**config.mk**
```make
export PLATFORM = sky130hd
export DESIGN_NAME = jtag_led_ctrl_flat
export DESIGN_NICKNAME = d
export VERILOG_FILES = /design/src/rtl/jtag_led_pkg.sv /design/src/rtl/jtag_led_ctrl_if.sv /design/src/rtl/jtag_led_channel.sv /design/src/rtl/jtag_led_ctrl.sv /design/src/flat_wrapper.sv
export SDC_FILE = /design/constraint.sdc
export NUM_CORES = 1
export LEC_CHECK = 0
export BUFFER_PORTS_ARGS = -buffer_cell sky130_fd_sc_hd__buf_2
export CELL_PAD_IN_SITES_DETAIL_PLACEMENT = 0
export CELL_PAD_IN_SITES_GLOBAL_PLACEMENT = 2
export CORE_MARGIN = 4
export CORE_UTILIZATION = 30
export DETAILED_ROUTE_END_ITERATION = 12
export PLACE_DENSITY_LB_ADDON = 0.1
export SKIP_LAST_GASP = 1
export SLEW_MARGIN = 20
export SYNTH_ARGS = -nofsm -noshare
export SYNTH_HDL_FRONTEND = slang
export SYNTH_SLANG_ARGS = --single-unit
```
**constraint.sdc**
```tcl
create_clock -name clk -period 2.5 [get_ports clk]
set_clock_uncertainty 0.15 [all_clocks]
set_input_delay 0.25 -clock clk [delete_from_list [all_inputs] [get_ports clk]]
set_output_delay 0.25 -clock clk [all_outputs]
set_load 0.1 [all_outputs]
```
**src/rtl/jtag_led_pkg.sv**
```systemverilog
// rtl/jtag_led_pkg.sv - shared types and constants for the JTAG LED pattern engine
package jtag_led_pkg;

    localparam int NUM_LEDS = 4;

    localparam int CMD_OP_HI  = 7;
    localparam int CMD_OP_LO  = 6;
    localparam int CMD_IDX_HI = 5;
    localparam int CMD_IDX_LO = 4;
    localparam int CMD_ARG_HI = 3;
    localparam int CMD_ARG_LO = 0;

    typedef enum logic [1:0] {
        OP_SET_DUTY = 2'b00,
        OP_BLINK    = 2'b01,
        OP_ALL_OFF  = 2'b10,
        OP_RSVD     = 2'b11
    } opcode_e;

    typedef enum logic [1:0] {
        MODE_OFF   = 2'b00,
        MODE_PWM   = 2'b01,
        MODE_BLINK = 2'b10
    } mode_e;

    typedef enum logic {
        ST_IDLE  = 1'b0,
        ST_APPLY = 1'b1
    } state_e;

endpackage

```
**src/rtl/jtag_led_ctrl_if.sv**
```systemverilog
// rtl/jtag_led_ctrl_if.sv - command handshake and LED/status bundle
interface jtag_led_ctrl_if;
    import jtag_led_pkg::*;

    logic                cmd_valid;
    logic                cmd_ready;
    logic [7:0]          cmd_data;
    logic [NUM_LEDS-1:0] led;
    logic [7:0]          status;

    modport master (
        output cmd_valid,
        output cmd_data,
        input  cmd_ready,
        input  led,
        input  status
    );

    modport slave (
        input  cmd_valid,
        input  cmd_data,
        output cmd_ready,
        output led,
        output status
    );
endinterface

```
**src/rtl/jtag_led_channel.sv**
```systemverilog
// rtl/jtag_led_channel.sv - one LED channel: mode, duty, blink period/count/phase, registered on-state
module jtag_led_channel
    import jtag_led_pkg::*;
(
    input  logic       clk,
    input  logic       rst_n,
    input  logic [3:0] pwm_cnt,
    input  logic       blink_tick,
    input  logic       wr_en,
    input  mode_e      wr_mode,
    input  logic [3:0] wr_arg,
    output logic       lit,
    output logic       is_blink
);
    mode_e      mode_q, mode_d;
    logic [3:0] duty_q, duty_d;
    logic [3:0] period_q, period_d;
    logic [3:0] cnt_q, cnt_d;
    logic       phase_q, phase_d;
    logic       lit_q, lit_d;

    always_comb begin
        mode_d   = mode_q;
        duty_d   = duty_q;
        period_d = period_q;
        cnt_d    = cnt_q;
        phase_d  = phase_q;
        lit_d    = 1'b0;

        // A write always wins over a coincident blink tick
        if (wr_en) begin
            mode_d  = wr_mode;
            cnt_d   = 4'd0;
            phase_d = 1'b0;
            if (wr_mode == MODE_PWM)   duty_d   = wr_arg;
            if (wr_mode == MODE_BLINK) period_d = wr_arg;
        end else if (blink_tick && (mode_q == MODE_BLINK)) begin
            if (cnt_q == period_q) begin
                cnt_d   = 4'd0;
                phase_d = ~phase_q;
            end else begin
                cnt_d = cnt_q + 4'd1;
            end
        end

        case (mode_q)
            MODE_PWM:   lit_d = (duty_q == 4'hF) || (pwm_cnt < duty_q);
            MODE_BLINK: lit_d = phase_q;
            default:    lit_d = 1'b0;
        endcase
    end

    always_ff @(posedge clk) begin
        if (!rst_n) begin
            mode_q   <= MODE_OFF;
            duty_q   <= 4'd0;
            period_q <= 4'd0;
            cnt_q    <= 4'd0;
            phase_q  <= 1'b0;
            lit_q    <= 1'b0;
        end else begin
            mode_q   <= mode_d;
            duty_q   <= duty_d;
            period_q <= period_d;
            cnt_q    <= cnt_d;
            phase_q  <= phase_d;
            lit_q    <= lit_d;
        end
    end

    assign lit      = lit_q;
    assign is_blink = (mode_q == MODE_BLINK);
endmodule

```
**src/rtl/jtag_led_ctrl.sv**
```systemverilog
// rtl/jtag_led_ctrl.sv - command FSM, prescalers and decode driving four LED channels
module jtag_led_ctrl
    import jtag_led_pkg::*;
#(
    parameter int PWM_DIV   = 64,
    parameter int BLINK_DIV = 1_000_000
) (
    input  logic            clk,
    input  logic            rst_n,
    jtag_led_ctrl_if.slave  bus
);
    localparam int PW = (PWM_DIV   > 1) ? $clog2(PWM_DIV)   : 1;
    localparam int BW = (BLINK_DIV > 1) ? $clog2(BLINK_DIV) : 1;

    state_e              state_q, state_d;
    logic                ready_q, ready_d;
    logic [7:0]          cmd_q, cmd_d;
    logic [PW-1:0]       pwm_presc_q, pwm_presc_d;
    logic [3:0]          pwm_cnt_q, pwm_cnt_d;
    logic [BW-1:0]       blink_presc_q, blink_presc_d;
    logic                pwm_step;
    logic                blink_tick;
    logic                accept;
    opcode_e             cmd_op;
    logic [1:0]          cmd_idx;
    logic [3:0]          cmd_arg;
    logic [NUM_LEDS-1:0] wr_en;
    mode_e               wr_mode;
    logic [NUM_LEDS-1:0] lit;
    logic [NUM_LEDS-1:0] is_blink;

    assign cmd_op  = opcode_e'(cmd_q[CMD_OP_HI:CMD_OP_LO]);
    assign cmd_idx = cmd_q[CMD_IDX_HI:CMD_IDX_LO];
    assign cmd_arg = cmd_q[CMD_ARG_HI:CMD_ARG_LO];
    assign accept  = bus.cmd_valid && ready_q;

    always_comb begin
        state_d = state_q;
        cmd_d   = cmd_q;
        wr_en   = '0;
        wr_mode = MODE_OFF;

        case (state_q)
            ST_IDLE: begin
                if (accept) begin
                    cmd_d   = bus.cmd_data;
                    state_d = ST_APPLY;
                end
            end
            ST_APPLY: begin
                state_d = ST_IDLE;
                case (cmd_op)
                    OP_SET_DUTY: begin
                        wr_en[cmd_idx] = 1'b1;
                        wr_mode        = MODE_PWM;
                    end
                    OP_BLINK: begin
                        wr_en[cmd_idx] = 1'b1;
                        wr_mode        = MODE_BLINK;
                    end
                    OP_ALL_OFF: wr_en = '1;
                    OP_RSVD:    wr_en = '0;
                endcase
            end
        endcase

        // Registered so ready stays low through reset and rises on the first released edge
        ready_d = (state_d == ST_IDLE);
    end

    always_comb begin
        pwm_step      = (pwm_presc_q == PW'(PWM_DIV - 1));
        pwm_presc_d   = pwm_step ? '0 : pwm_presc_q + PW'(1);
        pwm_cnt_d     = pwm_step ? pwm_cnt_q + 4'd1 : pwm_cnt_q;
        blink_tick    = (blink_presc_q == BW'(BLINK_DIV - 1));
        blink_presc_d = blink_tick ? '0 : blink_presc_q + BW'(1);
    end

    always_ff @(posedge clk) begin
        if (!rst_n) begin
            state_q       <= ST_IDLE;
            ready_q       <= 1'b0;
            cmd_q         <= 8'h00;
            pwm_presc_q   <= '0;
            pwm_cnt_q     <= 4'd0;
            blink_presc_q <= '0;
        end else begin
            state_q       <= state_d;
            ready_q       <= ready_d;
            cmd_q         <= cmd_d;
            pwm_presc_q   <= pwm_presc_d;
            pwm_cnt_q     <= pwm_cnt_d;
            blink_presc_q <= blink_presc_d;
        end
    end

    for (genvar i = 0; i < NUM_LEDS; i++) begin : g_ch
        jtag_led_channel u_ch (
            .clk        (clk),
            .rst_n      (rst_n),
            .pwm_cnt    (pwm_cnt_q),
            .blink_tick (blink_tick),
            .wr_en      (wr_en[i]),
            .wr_mode    (wr_mode),
            .wr_arg     (cmd_arg),
            .lit        (lit[i]),
            .is_blink   (is_blink[i])
        );
    end

    assign bus.cmd_ready = ready_q;
    assign bus.led       = ~lit;
    assign bus.status    = {is_blink, lit};
endmodule

```
**src/flat_wrapper.sv**
```systemverilog
// flat-port wrapper written by rule: the top's interface ports become plain ports
module jtag_led_ctrl_flat import jtag_led_pkg::*;
#(
    parameter int PWM_DIV   = 64,
    parameter int BLINK_DIV = 1_000_000
)
  (clk, rst_n, bus_cmd_valid, bus_cmd_data, bus_cmd_ready, bus_led, bus_status);
  jtag_led_ctrl_if bus_i ();
  input  logic clk;
  input  logic rst_n;
  input wire logic [$bits(bus_i.cmd_valid)-1:0] bus_cmd_valid;
  input wire logic [$bits(bus_i.cmd_data)-1:0] bus_cmd_data;
  output wire logic [$bits(bus_i.cmd_ready)-1:0] bus_cmd_ready;
  output wire logic [$bits(bus_i.led)-1:0] bus_led;
  output wire logic [$bits(bus_i.status)-1:0] bus_status;
  assign bus_i.cmd_valid = bus_cmd_valid;
  assign bus_i.cmd_data = bus_cmd_data;
  assign bus_cmd_ready = bus_i.cmd_ready;
  assign bus_led = bus_i.led;
  assign bus_status = bus_i.status;
  jtag_led_ctrl #(.PWM_DIV(PWM_DIV), .BLINK_DIV(BLINK_DIV)) u_core (.clk(clk), .rst_n(rst_n), .bus(bus_i));
endmodule
```
==> results.yml, run 1 <==
floorplanning:
  io_pins: 24
  die_width_um: 138
  die_h_um: 138
  start_util_pct: 30.5
  rows: 47
  die-area_mm2: 0.0189
  fp.coreArea_mm2: 0.0165
yosys:
  yosysWarnings: 0
  synth_cells: 559
  synthFlopType: "dfxtp_1"
  synth_top_area_cell: "dfxtp_1"
  syn_area_mm2: 0.00504
  syn_area_per_cell_um2: 9.01
  ys_seq_area_share_pct: 41.3
  async_reset_ff_share_pct: 0
  synth_most_common_cell: "dfxtp_1"
  synth_edf_count: 0
  ys_ff_latch: 104
  netlist_top_cells_count: "dfxtp_1, nor2_1, a21oi_1"
  synth.top_cell.area_share_pct: 41.3
  synth_cell_types: 43
  synth_top_cells_by_area: "dfxtp_1, ha_1, mux2i_1"
  syn-num-nets: 597
route:
  routed_via_density: 4.95
  antenna_left: 0
  drt_iter0_drc: 151
  dr.pass1.iters: 4
  drc_errors: 0
  vias: 3972
  wire_per_inst_um: 15.7
  wl_mm: 12.6
clock_network:
  cts.sinks: 104
  clk_pin_slew_ns: 0.07
  ctsHoldBuffers: 8
  cts_buffers: 9
  cts_tree: "yes"
  cts_setup_buffers: 0
  clkLatencyLatePin_ns: 0.35
  post_cts_resized: 0
  cts-root-buf: "clkbuf_16"
  clockBufferDepth: 2
  htreeDepth: 3
sta:
  setup_slack_ns: 0.397
  relSlewSlack_pct: 62.1
  max_freq_mhz: 476
  post-route-period-util_pct: 84.1
  slew_viol_final: 0
  worst_slew_pin_slew_ns: 0.566
  fin_setup_tns_ns: 0
  finalSetupViolations: 0
  fin_crit_ns: 2.10
  rsz0062_at_grt: "no"
  hold_viol: 0
placed_design:
  io_buffer_count: 23
  gp_congestion: 0.769
  place_area_mm2: 0.00536
  hpwlAfterDp_mm: 8.91
  place_ws_ns: 0.420
power:
  p_per_area_mw_per_mm2: 569
  p_leak_nw: 2.11
  peakVddDrop_mv: 0.336
critical_path:
  max_stage_delay_ns: 0.38
  crit_path_end_kind: "flop"
  cp_common_cell: "buf_4"
  timing.critical_path.buf_inv: 2
  cp_cell_sequence: "ha_1, and3_1, buf_4, nand4_1, buf_4, o31ai_1, a21oi_1"
  cp_slowest_cell: "dfxtp_1"
  crit_fanout: 7
  arrival_ns: 2.17
  critPathTopFamily: "simple AND/OR/NAND/NOR gates"
  cp-start-kind: "flop"
  cp.required_ns: 2.57
  criticalPathCategory: "flop to flop"
cells_and_area:
  synthToLayoutAreaGrowth_pct: 14.0
  postLayoutCellArea_mm2: 0.00574
  fin_nets: 616
  drive_gt1_share_pct: 9.26
  n_antenna_cell: 0
  fillers: 1715
run_status:
  status: "finished, final reports clean"
hold_path:
  hp-class: "input port to flop"
global_route:
  grt_max_degree: 35
  track_usage_pct: 14.1
  grt_pass1_wl_mm: 20.4
  grt_pass1_vias: 3842
  antenna_found_initial: 0
  grt.overflow.total: 0
run:
  drv_cap: 0
path summary, 6_finish.rpt:
check | cells after the start | end | from | slack [ns]
worst max-delay path | 7 | u_core.g_ch[3].u_ch.cnt_q[2]$_SDFFE_PP0P_ | u_core.blink_presc_q[0]$_SDFF_PP0_ | 0.40
worst min-delay path | 3 | u_core.g_ch[1].u_ch.mode_q[1]$_SDFFE_PN0P_ | rst_n | 0.17
worst max register to register | 7 | u_core.g_ch[3].u_ch.cnt_q[2]$_SDFFE_PP0P_ | u_core.blink_presc_q[0]$_SDFF_PP0_ | 0.40
worst min register to register | 1 | u_core.pwm_presc_q[0]$_SDFF_PP0_ | u_core.pwm_presc_q[0]$_SDFF_PP0_ | 0.30
cell families after synthesis:
family	share of synthesized area, %
AND/OR/NAND/NOR	20.4
multiplexers	4.97
flip-flops	41.3
XOR/XNOR	5.91
AO/OA/AOI/OAI	15.4
buffers and inverters	5.24
adder cells (fa/ha/maj)	6.71
metal layers:
| layer | wire, µm | part of all wire, % | track usage [%] | vias up |
|---|---|---|---|---|
| met1 | 6120 | 49 | 18.6 | 1870 |
| met5 | 0 | 0 | 0 | - |
| met3 | 316 | 2.5 | 3.51 | 8 |
| met4 | 110 | 0.87 | 3.33 | 0 |
| met2 | 6050 | 48 | 23.0 | 39 |
| li1 | - | - | - | 2055 |
tightest hold or removal path, stage by stage:
cell and delay, ns:
buf_2 0.21, nand2_1 0.08, o21ai_0 0.07
sequential cells by signal, summed over array words and instances, names as in the netlist:
signal and cells:
u_core.blink_presc_q 20, u_core.g_ch.u_ch.cnt_q 16, u_core.g_ch.u_ch.duty_q 16, u_core.g_ch.u_ch.period_q 16
u_core.cmd_q 8, u_core.g_ch.u_ch.mode_q 8, u_core.pwm_presc_q 6, u_core.g_ch.u_ch.lit 4
u_core.g_ch.u_ch.phase_q 4, u_core.pwm_cnt_q 4, u_core.bus.cmd_ready 1, u_core.state_q 1
layout by cell type (no fill, tap or decap), types with 4 or more instances in the layout:
cell,netlist,layout
dlygate4sd3_1,0,8
a31oi_1,4,4
nand2_1,25,25
clkbuf_16,0,9
o22ai_1,4,4
ha_1,27,27
nand4b_1,4,4
nand4_1,26,26
nor4_1,5,5
nand3_1,11,11
buf_4,8,10
mux2i_1,25,25
or4_1,5,5
a22o_1,8,8
dfxtp_1,104,104
inv_1,27,27
a41oi_1,8,8
nor2b_1,9,9
a21o_1,9,9
nand2b_1,4,4
buf_2,4,23
xnor2_1,26,26
xor2_1,8,8
o21ai_0,30,30
a21oi_1,43,43
nor3_1,4,4
a2111o_1,4,4
nor2_1,50,50
and3_1,10,10
or3_1,8,8
o31ai_1,12,12
and4_1,9,9
final cells by class:
class	instances	area (µm²)	area share, %
tap	220	275	4.80
sequential	104	2080	36.3
clock inverter	2	37.5	0.654
multi-input combinational	394	2690	46.9
timing repair buffer	42	290	5.06
inverter	27	101	1.77
clock buffer	14	264	4.60
power breakdown:
part | leakage [nW] | switching (W) | internal [W] | total, W
Combinational | 1.12 | 0.0000697 | 0.0000466 | 0.000116
Clock | 0.143 | 0.000611 | 0.000833 | 0.00144
Sequential | 0.840 | 0.0000306 | 0.00167 | 0.00170
through the flow:
step	total power (W)	hold WS, ns	util (%)	std cells
after floorplan	0.00180	0.226	-	559
after global placement	0.00185	0.282	32.4	779
after detailed placement	0.00185	0.284	32.4	779
after CTS	0.00334	0.158	34.7	803
after global routing	0.00341	0.173	34.7	803
final	0.00327	0.172	34.7	803
Note: power is estimated with default switching activity, not from simulation.
==> inputs of run 2 (changes only) <==
--- a/config.mk
+++ b/config.mk
@@ -5,6 +5,7 @@
 export SDC_FILE = /design/constraint.sdc
 export NUM_CORES = 1
 export LEC_CHECK = 0
+export ABC_AREA = 1
 export BUFFER_PORTS_ARGS = -buffer_cell sky130_fd_sc_hd__buf_2
 export CELL_PAD_IN_SITES_DETAIL_PLACEMENT = 0
 export CELL_PAD_IN_SITES_GLOBAL_PLACEMENT = 2
==> constraint.sdc (replaced) <==
create_clock -name clk -period 2.1 [get_ports clk]
set_clock_uncertainty 0.15 [all_clocks]
set_input_delay 0.21 -clock clk [delete_from_list [all_inputs] [get_ports clk]]
set_output_delay 0.21 -clock clk [all_outputs]
set_load 0.1 [all_outputs]
==> run 2 against run 1 <==
  * Via count rose by 15%
  * Worst hold slack lost 0.087 ns
  * Clock power increased by 20%
  * Combinational power up 53%
  * Die area is 5.0% higher
  * Clock-buffer cell count decreased by 5
  * Power is 20% higher
  * Non-clock buffer count stayed put
  * Sequential cell count stayed put
  * Global-route usage is 0.45 points higher
  * Critical path type is now flop to output pin
==> results.yml, run 2 <==
run_status:
  status: "finished, final reports clean"
yosys:
  synth_top_cells_by_area: "dfxtp_1, nand2_1, inv_1"
  ys_ff_latch: 104
  async_reset_ff_share_pct: 0
  syn-num-nets: 780
  synth_edf_count: 0
  synth.top_cell.area_share_pct: 39.3
  synth_top_area_cell: "dfxtp_1"
  synth_cells: 742
  netlist_top_cells_count: "nand2_1, dfxtp_1, inv_1"
  syn_area_per_cell_um2: 7.15
  synth_most_common_cell: "nand2_1"
  synth_cell_types: 34
  syn_area_mm2: 0.00530
  yosysWarnings: 0
  synthFlopType: "dfxtp_1"
  ys_seq_area_share_pct: 39.3
cells_and_area:
  utilization_pct: 34.8
  synthToLayoutAreaGrowth_pct: 13.4
  regMostFlops: "u_core.blink_presc_q"
  drive_gt1_share_pct: 11.2
  n_antenna_cell: 0
  final_common_cell: "nand2_1"
  mostFrequentLayoutCells: "nand2_1, dfxtp_1, inv_1, nor2_1, a21oi_1"
  fin_nets: 811
  largest_register_ffs: 20
  fillers: 1899
sta:
  finalSetupViolations: 0
  post-route-period-util_pct: 89.5
  max_freq_mhz: 532
  rsz0062_at_grt: "no"
  hold_viol: 0
  worst_slew_pin_slew_ns: 0.529
  relSlewSlack_pct: 64.7
  slew_viol_final: 0
  fin_crit_ns: 1.88
  fin_setup_tns_ns: 0
floorplanning:
  fp.coreArea_mm2: 0.0173
  start_util_pct: 30.7
  rows: 48
  die-area_mm2: 0.0199
  die_width_um: 141
  io_pins: 24
  die_h_um: 141
power:
  p_int_w: 0.00298
  seqPwrFrac_pct: 51.5
  swShare_pct: 24.0
  p_leak_nw: 2.39
  peakVddDrop_mv: 0.391
  power.switching_w: 0.000945
  power_frac_comb_pct: 4.5
  clockPowerShare_pct: 44.0
  p_per_area_mw_per_mm2: 653
global_route:
  grt_pass1_wl_mm: 22.8
  grt.overflow.total: 0
  grt_max_degree: 39
  antenna_found_initial: 0
  grt_pass1_vias: 4426
  track_usage_pct: 14.5
clock_network:
  cts_tree: "yes"
  cts.sinks: 104
  htreeDepth: 3
  cts-root-buf: "clkbuf_16"
  clkLatencyLatePin_ns: 0.36
  cts_buffers: 9
  clockBufferDepth: 2
  clk_pin_slew_ns: 0.07
  cts_setup_buffers: 0
placed_design:
  io_buffer_count: 23
  gp_congestion: 0.768
  hpwlAfterDp_mm: 10.5
route:
  dr.pass1.iters: 4
  antenna_left: 0
  drt_iter0_drc: 194
  vias: 4568
  wl_mm: 13.8
  drc_errors: 0
  wire_per_inst_um: 13.8
  routed_via_density: 4.55
critical_path:
  critPathTopFamily: "buffers and inverters"
  cp-start-kind: "flop"
  worstRegToRegCells: 8
  r2r_start: "u_core.blink_presc_q[0]$_SDFF_PP0_"
  cp_cell_sequence: "inv_1, ha_1, buf_4, buf_2"
  arrival_ns: 1.52
  cp_slowest_cell: "buf_2"
  reg2reg_slack_ns: 0.23
  max_stage_delay_ns: 0.45
  r2r_end: "u_core.g_ch[2].u_ch.cnt_q[0]$_SDFFE_PP0P_"
  crit_path_end_kind: "output pin"
  cp.required_ns: 1.74
  timing.critical_path.buf_inv: 3
  crit_fanout: 10
  criticalPathCategory: "flop to output pin"
run:
  drv_cap: 0
hold_path:
  whs_endpoint: "u_core.state_q$_SDFF_PN0_"
  hp-class: "input port to flop"
  hold_depth: 3
  worstHoldStart: "bus_cmd_valid"
-- run 2: cell count changes after synthesis, moves of 13 or more --
cell	delta
nand2_1	+151
inv_1	+74
mux2i_1	-25
nor2_1	+23
clkbuf_1	-19
o21ai_0	+17
nand3_1	+15
xnor2_1	-15
a21oi_1	+13
-- run 2: what timing repair did --
item	in CTS	in global routing
hold buffers	8	0
endpoints found under the hold margin	8	0
setup endpoints to repair	0	0
resized for setup	0	0
-- run 2: through the flow --
stage	power [W]	setup WS, ns	hold WS (ns)	instance area, µm²	instances
2_1_floorplan	0.00217	0.315	0.173	5300	742
5_1_grt	0.00410	0.0535	0.103	6010	1003
4_1_cts	0.00401	0.194	0.0758	6010	1003
3_3_place_gp	0.00223	0.254	0.272	5640	979
3_5_place_dp	0.00224	0.198	0.274	5640	979
6_report	0.00393	0.221	0.0856	6010	1003
-- run 2: cell type report --
class	count	area (µm²)	share of cell area, %
Multi-Input combinational cell	509	2680	44.5
Sequential cell	104	2080	34.6
Clock inverter	7	70.1	1.17
Timing Repair Buffer	42	278	4.62
Inverter	107	402	6.68
Clock buffer	9	225	3.75
Tap cell	225	282	4.68
-- run 2: power by group through the flow --
stage          clock (W)  combinational [W]  sequential [W]
5_1_grt          0.00187           0.000203         0.00203
3_5_place_dp           0           0.000168         0.00207
4_1_cts          0.00180           0.000180         0.00202
3_3_place_gp           0           0.000165         0.00207
6_report         0.00173           0.000177         0.00202
2_1_floorplan          0           0.000101         0.00207
-- run 2: layer usage --
metal | up-vias | share of wire [%] | routed length [µm] | track usage, %
li1 | 2430 | - | - | -
met1 | 2081 | 50 | 6870 | 19.3
met2 | 47 | 46 | 6410 | 24.1
met3 | 10 | 2.8 | 380 | 2.71
met4 | 0 | 1.1 | 155 | 3.98
met5 | - | 0 | 0 | 0
-- run 2: cell families after synthesis --
| group | share of synthesized area, % |
|---|---|
| buf+inv | 10.3 |
| simple gates | 28.6 |
| compound gates | 12.7 |
| fa+ha+maj | 6.37 |
| xor+xnor | 2.81 |
| flops | 39.3 |
-- run 2: worst max path at each step --
stage	from	to	slack, ns	cells after the start
2_1_floorplan	u_core.bus.cmd_ready$_SDFF_PN0_	u_core.cmd_q[1]$_SDFFE_PN0P_	0.32	3
3_3_place_gp	u_core.blink_presc_q[0]$_SDFF_PP0_	u_core.g_ch[1].u_ch.phase_q$_SDFFE_PP0P_	0.25	9
3_5_place_dp	u_core.blink_presc_q[0]$_SDFF_PP0_	u_core.g_ch[2].u_ch.cnt_q[0]$_SDFFE_PP0P_	0.20	8
4_1_cts	u_core.blink_presc_q[0]$_SDFF_PP0_	u_core.g_ch[2].u_ch.cnt_q[0]$_SDFFE_PP0P_	0.19	8
5_1_grt	u_core.blink_presc_q[0]$_SDFF_PP0_	u_core.g_ch[1].u_ch.phase_q$_SDFFE_PP0P_	0.05	9
6_report	u_core.g_ch[1].u_ch.mode_q[0]$_SDFFE_PN0P_	bus_status[5]	0.22	4
-- run 2: worst register-to-register path: stages (launching register included) --
cell and delay [ns]:
dfxtp_1 0.35, ha_1 0.20, nand2_1 0.10, nor2_4 0.14
nand3_2 0.12, nor2_4 0.36, nand3_1 0.17, nand2_1 0.13
nor2_1 0.05
==> inputs of run 3 (changes only) <==
--- a/config.mk
+++ b/config.mk
@@ -13,6 +13,7 @@
 export CORE_UTILIZATION = 30
 export DETAILED_ROUTE_END_ITERATION = 12
 export PLACE_DENSITY_LB_ADDON = 0.1
+export REMOVE_ABC_BUFFERS = 1
 export SKIP_LAST_GASP = 1
 export SLEW_MARGIN = 20
 export SYNTH_ARGS = -nofsm -noshare
==> run 3 against run 2 <==
  * Sequential cell count stayed put
  * Sequential share of layout area hardly changed
  * First-iteration DRC count is 21% higher
  * Utilization hardly changed
==> results.yml, run 3 (synthesized netlist as in run 2, its figures left out) <==
critical_path:
  crit_fanout: 16
  cp.required_ns: 2.24
  criticalPathCategory: "flop to flop"
  arrival_ns: 2.01
  cp-start-kind: "flop"
  crit_path_end_kind: "flop"
  reg2reg_slack_ns: 0.22
cells_and_area:
  fin_nets: 811
  drive_gt1_share_pct: 10.9
  utilization_pct: 34.8
  regMostFlops: "u_core.blink_presc_q"
  synthToLayoutAreaGrowth_pct: 13.5
  fin_cells: 1003
  mostFrequentLayoutCells: "nand2_1, dfxtp_1, inv_1, nor2_1, a21oi_1"
  n_antenna_cell: 0
  final_common_cell: "nand2_1"
  largest_register_ffs: 20
sta:
  worst_slew_pin_slew_ns: 0.570
  finalSetupViolations: 0
  setup_slack_ns: 0.222
  fin_setup_tns_ns: 0
  hold_viol: 0
  rsz0062_at_grt: "no"
  post-route-period-util_pct: 89.4
  max_freq_mhz: 533
  slew_viol_final: 0
  fin_crit_ns: 1.88
  relSlewSlack_pct: 61.9
placed_design:
  hpwlAfterDp_mm: 10.3
  dp.cells: 979
  gp_congestion: 0.784
  place_ws_ns: 0.208
  io_buffer_count: 23
floorplanning:
  die_width_um: 141
  die_h_um: 141
  start_util_pct: 30.7
  io_pins: 24
  die-area_mm2: 0.0199
  rows: 48
  fp.coreArea_mm2: 0.0173
route:
  antenna_left: 0
  drc_errors: 0
  vias: 4529
  drt_iter0_drc: 234
  wl_mm: 13.9
  dr.pass1.iters: 4
  wire_per_inst_um: 13.9
  routed_via_density: 4.52
clock_network:
  ctsHoldBuffers: 8
  cts.sinks: 104
  post_cts_resized: 0
  clk_pin_slew_ns: 0.07
  htreeDepth: 3
  cts_buffers: 9
  clockBufferDepth: 2
  clkLatencyLatePin_ns: 0.35
  cts_tree: "yes"
  cts_setup_buffers: 0
  cts-root-buf: "clkbuf_16"
power:
  swShare_pct: 22.7
  p_int_w: 0.00304
  clockPowerShare_pct: 44.1
  peakVddDrop_mv: 0.374
  p_leak_nw: 2.39
  power_frac_comb_pct: 4.5
  seqPwrFrac_pct: 51.4
  power.switching_w: 0.000896
  p_per_area_mw_per_mm2: 654
global_route:
  grt_pass1_wl_mm: 22.9
  top_usage_layer: "met2"
  gr-usage-met3_pct: 3.46
  grt_util_met2_pct: 23.1
  grt.overflow.total: 0
  grt_max_degree: 39
  grt_pass1_vias: 4381
  antenna_found_initial: 0
  use_met1_pct: 20.1
  track_usage_pct: 14.5
run:
  drv_cap: 0
hold_path:
  hp-class: "input port to flop"
run_status:
  status: "finished, final reports clean"
## run 3: changes by cell type in the layout (fill, tap and decap cells not counted)
cell | previous run | this run
clkbuf_8 | 0 | 2
clkbuf_1 | 0 | 2
inv_6 | 2 | 0
clkinv_2 | 3 | 2
clkinvlp_4 | 1 | 0
## run 3: layout make-up
| class | count | area, µm² |
|---|---|---|
| clock buffer | 13 | 260 |
| clock inverter | 3 | 40.0 |
| fill | 1895 | 11300 |
| inverter | 107 | 402 |
| multi-input combinational | 509 | 2680 |
| sequential | 104 | 2080 |
| tap | 225 | 282 |
| timing repair buffer | 42 | 278 |
## run 3: layer usage
| metal | up-vias | wire, µm |
|---|---|---|
| met3 | 14 | 436 |
| met2 | 39 | 6080 |
| li1 | 2425 | - |
| met4 | 0 | 138 |
| met1 | 2051 | 7290 |
| met5 | - | 0 |
## run 3: critical path: stages, from the launching register on
cell and delay [ns]:
dfxtp_1 0.35, ha_1 0.20, nand2_1 0.11, nor2_4 0.14
nand3_2 0.12, nor2_4 0.37, nand3_1 0.17, nand2_1 0.09
inv_1 0.04, nor2_1 0.09
## run 3: path summary, 6_finish.rpt
| check | start | end | cells after the start |
|---|---|---|---|
| setup / recovery | u_core.blink_presc_q[0]$_SDFF_PP0_ | u_core.g_ch[2].u_ch.phase_q$_SDFFE_PP0P_ | 9 |
| hold / removal | bus_cmd_valid | u_core.state_q$_SDFF_PN0_ | 3 |
| setup reg to reg | u_core.blink_presc_q[0]$_SDFF_PP0_ | u_core.g_ch[2].u_ch.phase_q$_SDFFE_PP0P_ | 9 |
| hold reg to reg | u_core.blink_presc_q[0]$_SDFF_PP0_ | u_core.blink_presc_q[0]$_SDFF_PP0_ | 1 |
## run 3: through the flow
stage          total power, W  hold slack [ns]  cell area [µm²]
6_report              0.00394            0.116             6020
5_1_grt               0.00411            0.114             6020
4_1_cts               0.00402            0.105             6020
3_5_place_dp          0.00224            0.287             5640
3_3_place_gp          0.00224            0.282             5640
2_1_floorplan         0.00216            0.173             5160
## run 3: power by group through the flow
stage               clock network (W)  registers, W  logic (W)
finish                        0.00174       0.00203   0.000176
global route                  0.00188       0.00203   0.000201
global placement                    0       0.00207   0.000167
CTS                           0.00181       0.00203   0.000181
detailed placement                  0       0.00207   0.000169
floorplan                           0       0.00207  0.0000903
